`src/rtl/booth_result_bcd_pkg.sv`:
```
`default_nettype none
// ============================================================================
// Module      : booth_result_bcd_pkg
// Description : Shared types and constants for the Booth-product to BCD
//               converter: FSM state encoding, default widths, and
//               double-dabble constants.
// Revision    : 1.0 - initial release
// ============================================================================
package booth_result_bcd_pkg;

    // Default product width and BCD digit count (10^DIGITS > 2^(W-1)).
    localparam int W_DEF       = 16;
    localparam int DIGITS_DEF  = 5;

    // Width of one packed BCD digit.
    localparam int BCD_W       = 4;

    // Digits at or above this value get +3 before each shift.
    localparam int ADD3_THRESH = 5;

    typedef enum logic [0:0] {
        ST_IDLE = 1'b0,
        ST_CONV = 1'b1
    } state_t;

endpackage : booth_result_bcd_pkg
`default_nettype wire

```
`src/rtl/booth_result_bcd_digit_adj.sv`:
```
`default_nettype none
// ============================================================================
// Module      : bcd_digit_adj
// Description : Double-dabble correction for one BCD digit.
//               dout = (din >= 5) ? din + 3 : din
// Ports       : din  - current 4-bit scratch digit
//               dout - corrected digit, ready to be shifted left
// Revision    : 1.0 - initial release
// ============================================================================
module bcd_digit_adj
    import booth_result_bcd_pkg::*;
(
    input  logic [BCD_W-1:0] din,
    output logic [BCD_W-1:0] dout
);

    localparam logic [BCD_W-1:0] C_THRESH = BCD_W'(ADD3_THRESH);
    localparam logic [BCD_W-1:0] C_ADD    = BCD_W'(3);

    always_comb begin
        dout = (din >= C_THRESH) ? (din + C_ADD) : din;
    end

endmodule : bcd_digit_adj
`default_nettype wire

```
`src/rtl/booth_result_bcd.sv`:
```
`default_nettype none
// ============================================================================
// Module      : booth_result_bcd
// Description : Converts a signed two's-complement product into a sign flag
//               plus packed BCD magnitude using shift-and-add-3, one bit per
//               clock, with a start/busy/done handshake.
// Ports       : clk     - clock, rising edge
//               resetN  - synchronous active-low reset
//               start   - request conversion (sampled only when idle)
//               product - signed product to convert
//               busy    - conversion in progress
//               done    - one-cycle pulse when sign/bcd update
//               sign    - 1 = product was negative
//               bcd     - packed BCD magnitude, MS digit at top
// Revision    : 1.0 - initial release
// ============================================================================
module booth_result_bcd
    import booth_result_bcd_pkg::*;
#(
    parameter int W      = W_DEF,
    parameter int DIGITS = DIGITS_DEF
) (
    input  logic                      clk,
    input  logic                      resetN,
    input  logic                      start,
    input  logic [W-1:0]              product,
    output logic                      busy,
    output logic                      done,
    output logic                      sign,
    output logic [BCD_W*DIGITS-1:0]   bcd
);

    localparam int              CNT_W  = $clog2(W);
    localparam int              SCR_W  = BCD_W * DIGITS;
    localparam logic [CNT_W-1:0] C_LAST = CNT_W'(W - 1);

    state_t              state_q,    state_d;
    logic [CNT_W-1:0]    cnt_q,      cnt_d;
    logic [W-1:0]        mag_q,      mag_d;
    logic [SCR_W-1:0]    scratch_q,  scratch_d;
    logic                sign_src_q, sign_src_d;
    logic                busy_q,     busy_d;
    logic                done_q,     done_d;
    logic                sign_q,     sign_d;
    logic [SCR_W-1:0]    bcd_q,      bcd_d;

    logic [SCR_W-1:0]    w_adj;
    logic [SCR_W+W-1:0]  w_shifted;
    logic [W-1:0]        w_abs;

    // Per-digit add-3 correction, all digits in parallel.
    generate
        for (genvar gi = 0; gi < DIGITS; gi++) begin : g_digit
            bcd_digit_adj u_adj (
                .din  (scratch_q[gi*BCD_W +: BCD_W]),
                .dout (w_adj[gi*BCD_W +: BCD_W])
            );
        end
    endgenerate

    // Corrected scratch and remaining magnitude shift together as one word.
    assign w_shifted = {w_adj, mag_q} << 1;

    // W-bit unsigned magnitude; the most negative value maps onto 2^(W-1)
    // without overflow because the result is read as unsigned.
    assign w_abs = product[W-1] ? (~product + W'(1)) : product;

    always_comb begin
        state_d    = state_q;
        cnt_d      = cnt_q;
        mag_d      = mag_q;
        scratch_d  = scratch_q;
        sign_src_d = sign_src_q;
        busy_d     = busy_q;
        done_d     = 1'b0;
        sign_d     = sign_q;
        bcd_d      = bcd_q;

        case (state_q)
            ST_IDLE: begin
                if (start) begin
                    sign_src_d = product[W-1];
                    mag_d      = w_abs;
                    scratch_d  = '0;
                    cnt_d      = '0;
                    busy_d     = 1'b1;
                    state_d    = ST_CONV;
                end
            end
            ST_CONV: begin
                scratch_d = w_shifted[SCR_W+W-1:W];
                mag_d     = w_shifted[W-1:0];
                cnt_d     = cnt_q + CNT_W'(1);
                if (cnt_q == C_LAST) begin
                    // Publish only the completed result, never partials.
                    bcd_d   = w_shifted[SCR_W+W-1:W];
                    sign_d  = sign_src_q;
                    done_d  = 1'b1;
                    busy_d  = 1'b0;
                    state_d = ST_IDLE;
                end
            end
            default: begin
                state_d = ST_IDLE;
                busy_d  = 1'b0;
            end
        endcase
    end

    always_ff @(posedge clk) begin
        if (!resetN) begin
            state_q    <= ST_IDLE;
            cnt_q      <= '0;
            mag_q      <= '0;
            scratch_q  <= '0;
            sign_src_q <= 1'b0;
            busy_q     <= 1'b0;
            done_q     <= 1'b0;
            sign_q     <= 1'b0;
            bcd_q      <= '0;
        end else begin
            state_q    <= state_d;
            cnt_q      <= cnt_d;
            mag_q      <= mag_d;
            scratch_q  <= scratch_d;
            sign_src_q <= sign_src_d;
            busy_q     <= busy_d;
            done_q     <= done_d;
            sign_q     <= sign_d;
            bcd_q      <= bcd_d;
        end
    end

    assign busy = busy_q;
    assign done = done_q;
    assign sign = sign_q;
    assign bcd  = bcd_q;

endmodule : booth_result_bcd
`default_nettype wire

```
`config.mk`:
```
export PLATFORM = sky130hd
export DESIGN_NAME = booth_result_bcd
export DESIGN_NICKNAME = d
export VERILOG_FILES = /design/src/rtl/booth_result_bcd_pkg.sv /design/src/rtl/booth_result_bcd_digit_adj.sv /design/src/rtl/booth_result_bcd.sv
export SDC_FILE = /design/constraint.sdc
export NUM_CORES = 1
export LEC_CHECK = 0
export CAP_MARGIN = 20
export CORE_MARGIN = 4
export CORE_UTILIZATION = 55
export DETAILED_ROUTE_END_ITERATION = 6
export PLACE_DENSITY = 0.79
export SLEW_MARGIN = 25
export SYNTH_ARGS = -nofsm -noshare
export SYNTH_HDL_FRONTEND = slang
export SYNTH_SLANG_ARGS = --single-unit
```
`constraint.sdc`:
```
create_clock -name clk -period 2.26 [get_ports clk]
set_input_delay 0.339 -clock clk [delete_from_list [all_inputs] [get_ports clk]]
set_output_delay 0.339 -clock clk [all_outputs]
set_load 0.03 [all_outputs]
```
# Word-level counts from Yosys, hierarchy flattened
# Cells that the tools add are included.
[totals]
reg_bits = 65
inputBits = 19
out_inout_bits = 23
[op_classes]
n_addsub = 7
n_lt_le_gt_ge = 5
eq_ne = 3
muxes = 19
n_bitwise = 2
n_reduce_logical = 4
[ops]
columns = ["op", "count"]
rows = [
  ["$pmux W20 S2", 1],
  ["$mux W16", 2],
  ["$pmux W16 S2", 1],
  ["$ge A4 B3 Y1 const B", 5],
  ["$mux W20", 1],
  ["$mux W4", 5],
  ["$add A16 B1 Y16 const B", 1],
  ["$add A4 B2 Y4 const B", 4],
  ["$not A16 Y16", 1],
  ["$pmux W4 S2", 1],
  ["$reduce_and A2 Y1", 4],
  ["$mux W1", 5],
  ["$add A4 B1 Y4 const B", 1],
  ["$eq A4 B4 Y1 const B", 1],
  ["$pmux W1 S2", 2],
  ["$add A3 B2 Y3 const B", 1],
  ["$mux W3", 1],
  ["$ne A2 B1 Y1 const B", 1],
  ["$ne A2 B2 Y1 const B", 1],
  ["$not A1 Y1", 1],
]

# Logic depth before layout (Yosys ltp)
[depth]
ltp_word = 5
depth_mapped = 7
depth_no_buf = 6

# Modules after synthesis
# A second synthesis with hierarchy kept.
[hier_totals]
cells_unflattened = 438
hier_area_um2 = 3499.6
[modules_own_cells]
columns = ["mod", "instances", "cells_per_inst", "area_per_inst_um2", "seq_area_each_um2"]
rows = [
  ["booth_result_bcd", 1, 358, 2992.9, 1301.2],
  ["bcd_digit_adj", 5, 16, 101.3, 0.0],
]

# Worst setup path after synthesis
# Ideal clock, no wire load.
[synth_path]
path_kind = "input to register"
startpoint = "input product[4]"
endpoint = "register mag_q[13]"
setup_time_ns = 0.122
arrival_ns = 1.626
setup_slack_ns = 0.512
stages = 5
n_path_buf = 1
path_cell_list = "or4_4 buf_6 nor4_4 mux2i_1 a311o_1"
[synth_between]
elab_chain_cells = 5
[synth_rtl]
columns = ["item", "line_no", "source"]
rows = [
  ["start: declaration", "booth_result_bcd.sv:26", "input logic [W-1:0] product,"],
  ["$not A16 Y16", "booth_result_bcd.sv:66", "assign w_abs = product[W-1] ? (~product + W'(1)) : product;"],
  ["$add A16 B1 Y16", "booth_result_bcd.sv:66", ""],
  ["$mux W16", "booth_result_bcd.sv:66", ""],
  ["$mux W16", "booth_result_bcd.sv:81", "if (start) begin"],
  ["$pmux W16 S2", "booth_result_bcd.sv:79", "case (state_q)"],
  ["end signal: assignment", "booth_result_bcd.sv:124", "mag_q <= mag_d;"],
  ["end: declaration", "booth_result_bcd.sv:39", "logic [W-1:0] mag_q, mag_d;"],
]
# No other way between the ends. The select of a mux whose other input is x is not followed.
# A chain may end at the register's enable or synchronous reset.

# Worst setup path in the final report
[layout_path]
startpoint = "register cnt_q[0]"
endpoint = "register bcd_q[1] (netlist: bcd[1])"
[layout_between]
elab_chain_cells = 2
[layout_rtl]
columns = ["item", "line_no", "source"]
rows = [
  ["start: declaration", "booth_result_bcd.sv:38", "logic [CNT_W-1:0] cnt_q, cnt_d;"],
  ["start signal: assignment", "booth_result_bcd.sv:123", "cnt_q <= cnt_d;"],
  ["$eq A4 B4 Y1", "booth_result_bcd.sv:94", "if (cnt_q == C_LAST) begin"],
  ["$reduce_and A2 Y1 (no source line)", "n/a", ""],
  ["end signal: assignment", "booth_result_bcd.sv:120", "bcd_q <= '0;"],
  ["end signal: assignment", "booth_result_bcd.sv:130", "bcd_q <= bcd_d;"],
  ["end: declaration", "booth_result_bcd.sv:45", "logic [SCR_W-1:0] bcd_q, bcd_d;"],
]
# No other way between the ends.

==> results.yml <==
synth:
  ys_warn_count: 0
  syn_area_sq_mm: 0.003332
  syn-mean-instance-area_sq_um: 8.393
  synthArstFlopShare_pct: 0
  synthesis.nets: 428
  synth_cells: 397
  ys_ff_latch: 65
  synth_top_flop_cell: "dfxtp_1"
  synth_top_area_cell: "dfxtp_1"
  synth_cell_types: 53
  seq_area_frac_synth_pct: 39.05
  yosysTopAreaCellShare_pct: 39.05
  synth_edf_count: 0
  synthTopCellsByArea: "dfxtp_1 (39%), ha_1 (4.5%), a21oi_1 (4.1%), o21ai_0 (4.1%), nor2_1 (3.8%)"
floorplanning:
  core_area_sq_mm: 0.005886
  ios: 42
  dieArea_sq_mm: 0.007368
  rows: 28
  die_height_microns: 85.84
  start_util_pct: 56.61
  die_w_microns: 85.84
detailed_routing:
  drtIter0Drc: 165
  first_pass_iters: 5
  drt-total-wl_mm: 7.954
  drc: 0
  wl_per_cell_microns: 15.12
  viasPerCell: 5.825
  antenna_left: 0
  via_count: 3064
grt:
  track_usage_pct: 22.91
  grt_pass1_vias: 2958
  busiest_layer: "met2"
  met2_usage_pct: 37.78
  antenna_found_initial: 0
  grt_overflow_total: 0
  grt_start_max_net_pins: 50
  grt_util_met3_pct: 4.515
  grt_pass1_wl_mm: 13.54
  gr-usage-met1_pct: 28.80
sta:
  max_freq_mhz: 522.7
  fin_tns_setup_ns: 0
  hold_viol: 0
  period_share_pct: 84.65
  relSlewSlack_pct: 65.65
  fin_crit_ns: 1.913
  drv_slew: 0
  rsz0062_at_grt: "false"
  worstMarginPinSlew_ns: 0.5153
  setup-violations-final: 0
  whs_ns: 0.4682
  finClkSkew_ns: 0.007412
finish:
  layout_commonest_cell: "dfxtp_1"
  layout_common_cells: "dfxtp_1 (64), clkdlybuf4s50_1 (41), nor2_1 (34)"
  syn_to_final_growth_pct: 23.62
  nets: 477
  drive_gt1_share_pct: 11.75
  antenna_cells: 0
  post-route-util_pct: 69.98
  nFillCells: 473
  layoutNonFillerInstCount: 526
setup_path:
  cp_data_arrival_time_ns: 2.18
  critPathMaxStageDelay_ns: 0.49
  worstSetupPathType: "reg -> reg"
  r2r_cells: 5
  slowest_stage: "and3_1"
  path_cells: "ha_1, and2_1, and3_1, nand2_1, o21ai_0"
  path_max_fanout: 12
  reg2reg_from: "cnt_q[0]$_SDFFE_PN0P_"
  rr_endpoint: "bcd[1]$_SDFFE_PN0P_"
  rrSetupSlack_ns: 0.35
  cp.required_ns: 2.53
  critPathLaunchType: "flop"
  critPathCaptureType: "flop"
status:
  outcome: "finished, final reports clean"
clock_tree:
  cts_sinks: 65
  clockRootBuffer: "clkbuf_8"
  cts_tree: "done"
  post_cts_buffers: 0
  numCtsBuffers: 9
  clk_pin_slew_ns: 0.07
  hold_buffers: 0
  clockBufferDepth: 2
  ctsResizeCount: 0
  htree_num_levels: 3
  worstSkewPairLatency_ns: 0.34
worst_hold_path:
  hp-class: "reg -> reg"
  min_to: "bcd[0]$_SDFFE_PN0P_"
  hold_path.startpoint: "bcd[0]$_SDFFE_PN0P_"
  min_path_cells: 2
power_and_ir_drop:
  ir_worst_vdd_v: 0.0004710
  p_leak_nw: 1.462
  p_per_area_mw_per_mm2: 615.9
job:
  max_cap_viol_count: 0
place:
  numPortBuffers: 41
  dp_hpwl_mm: 5.596
  gp_congestion: 0.8593
  place_inst: 510
-- final cells by class --
class | instances | area, sq um | share of cell area (%)
multi-input combinational | 284 | 1843 | 44.74
sequential | 65 | 1303 | 31.62
timing repair buffer | 62 | 568.0 | 13.79
clock buffer | 12 | 145.1 | 3.524
tap | 75 | 93.84 | 2.278
inverter | 24 | 90.09 | 2.187
clock inverter | 4 | 76.32 | 1.853
-- critical path: cells and delay by family (launching register included) --
kind,cells,cell delay (ns)
AOI/OAI and AO/OA,1,0.26
adders and majority gates,1,0.18
DFF,1,0.40
and+or+nand+nor,3,0.99
-- how the worst max path moves through the flow --
| stage | end | cells after the start | slack, ns | from |
|---|---|---|---|---|
| finish | bcd[1]$_SDFFE_PN0P_ | 5 | 0.35 | cnt_q[0]$_SDFFE_PN0P_ |
| global route | bcd[1]$_SDFFE_PN0P_ | 5 | 0.12 | cnt_q[0]$_SDFFE_PN0P_ |
| CTS | mag_q[11]$_SDFFE_PN0P_ | 5 | 0.35 | product[4] |
| detailed placement | mag_q[12]$_SDFFE_PN0P_ | 7 | -0.01 | product[0] |
| global placement | mag_q[13]$_SDFFE_PN0P_ | 5 | 0.08 | product[4] |
| floorplan | mag_q[13]$_SDFFE_PN0P_ | 5 | 0.51 | product[4] |
-- metal layers --
layer / share of wire, % / routed length, microns
met3: 5.5 / 436
met2: 49 / 3907
met5: 0 / 0
met1: 43 / 3436
met4: 2.2 / 174
-- flip-flops by register name, indices dropped and copies added, names as in the netlist --
register    count
bcd            20
busy            1
cnt_q           4
done            1
mag_q          16
scratch_q      20
sign            1
sign_src_q      1
state_q         1
-- power by group --
group	total, mW	internal [mW]	switching, mW
clock network	1.09	0.654	0.440
logic	0.255	0.113	0.142
registers	1.19	1.17	0.0155
-- logic make-up after synthesis --
group / share of synthesized area [%]
simple gates: 23.36
mux: 3.492
buf+inv: 5.632
flops: 39.05
fa+ha+maj: 4.506
compound gates: 20.80
xor+xnor: 3.154
-- cells in the mapped netlist (all sizes together) (2+ instances only) --
library cell,count
or3,6
a211oi,3
o32ai,10
and3,2
xnor2,6
clkbuf,22
nor4,2
nor3,17
o31ai,4
nor2b,4
and2,5
o41ai,4
a31o,2
nor3b,13
buf,2
mux2i,6
nand2,23
inv,23
or4,2
a21oi,27
mux2,5
o22ai,5
ha,12
o21ai,27
a31oi,2
nor2,34
a32oi,2
nand3,19
o21ba,4
or2,2
a311oi,4
nand3b,3
nand4,2
xor2,6
dfxtp,65
nand2b,8
a21o,3
-- metrics by stage --
| stage | power [mW] | setup slack [ns] | cell area, sq um |
|---|---|---|---|
| after global placement | 1.457 | 0.07812 | 3897 |
| after detailed placement | 1.463 | -0.01065 | 3897 |
| final | 2.537 | 0.3470 | 4119 |
| after global routing | 2.629 | 0.1159 | 4119 |
| after CTS | 2.555 | 0.3451 | 4119 |
| after floorplan | 1.358 | 0.5117 | 3332 |
Note: power is estimated with default switching activity, not from simulation.
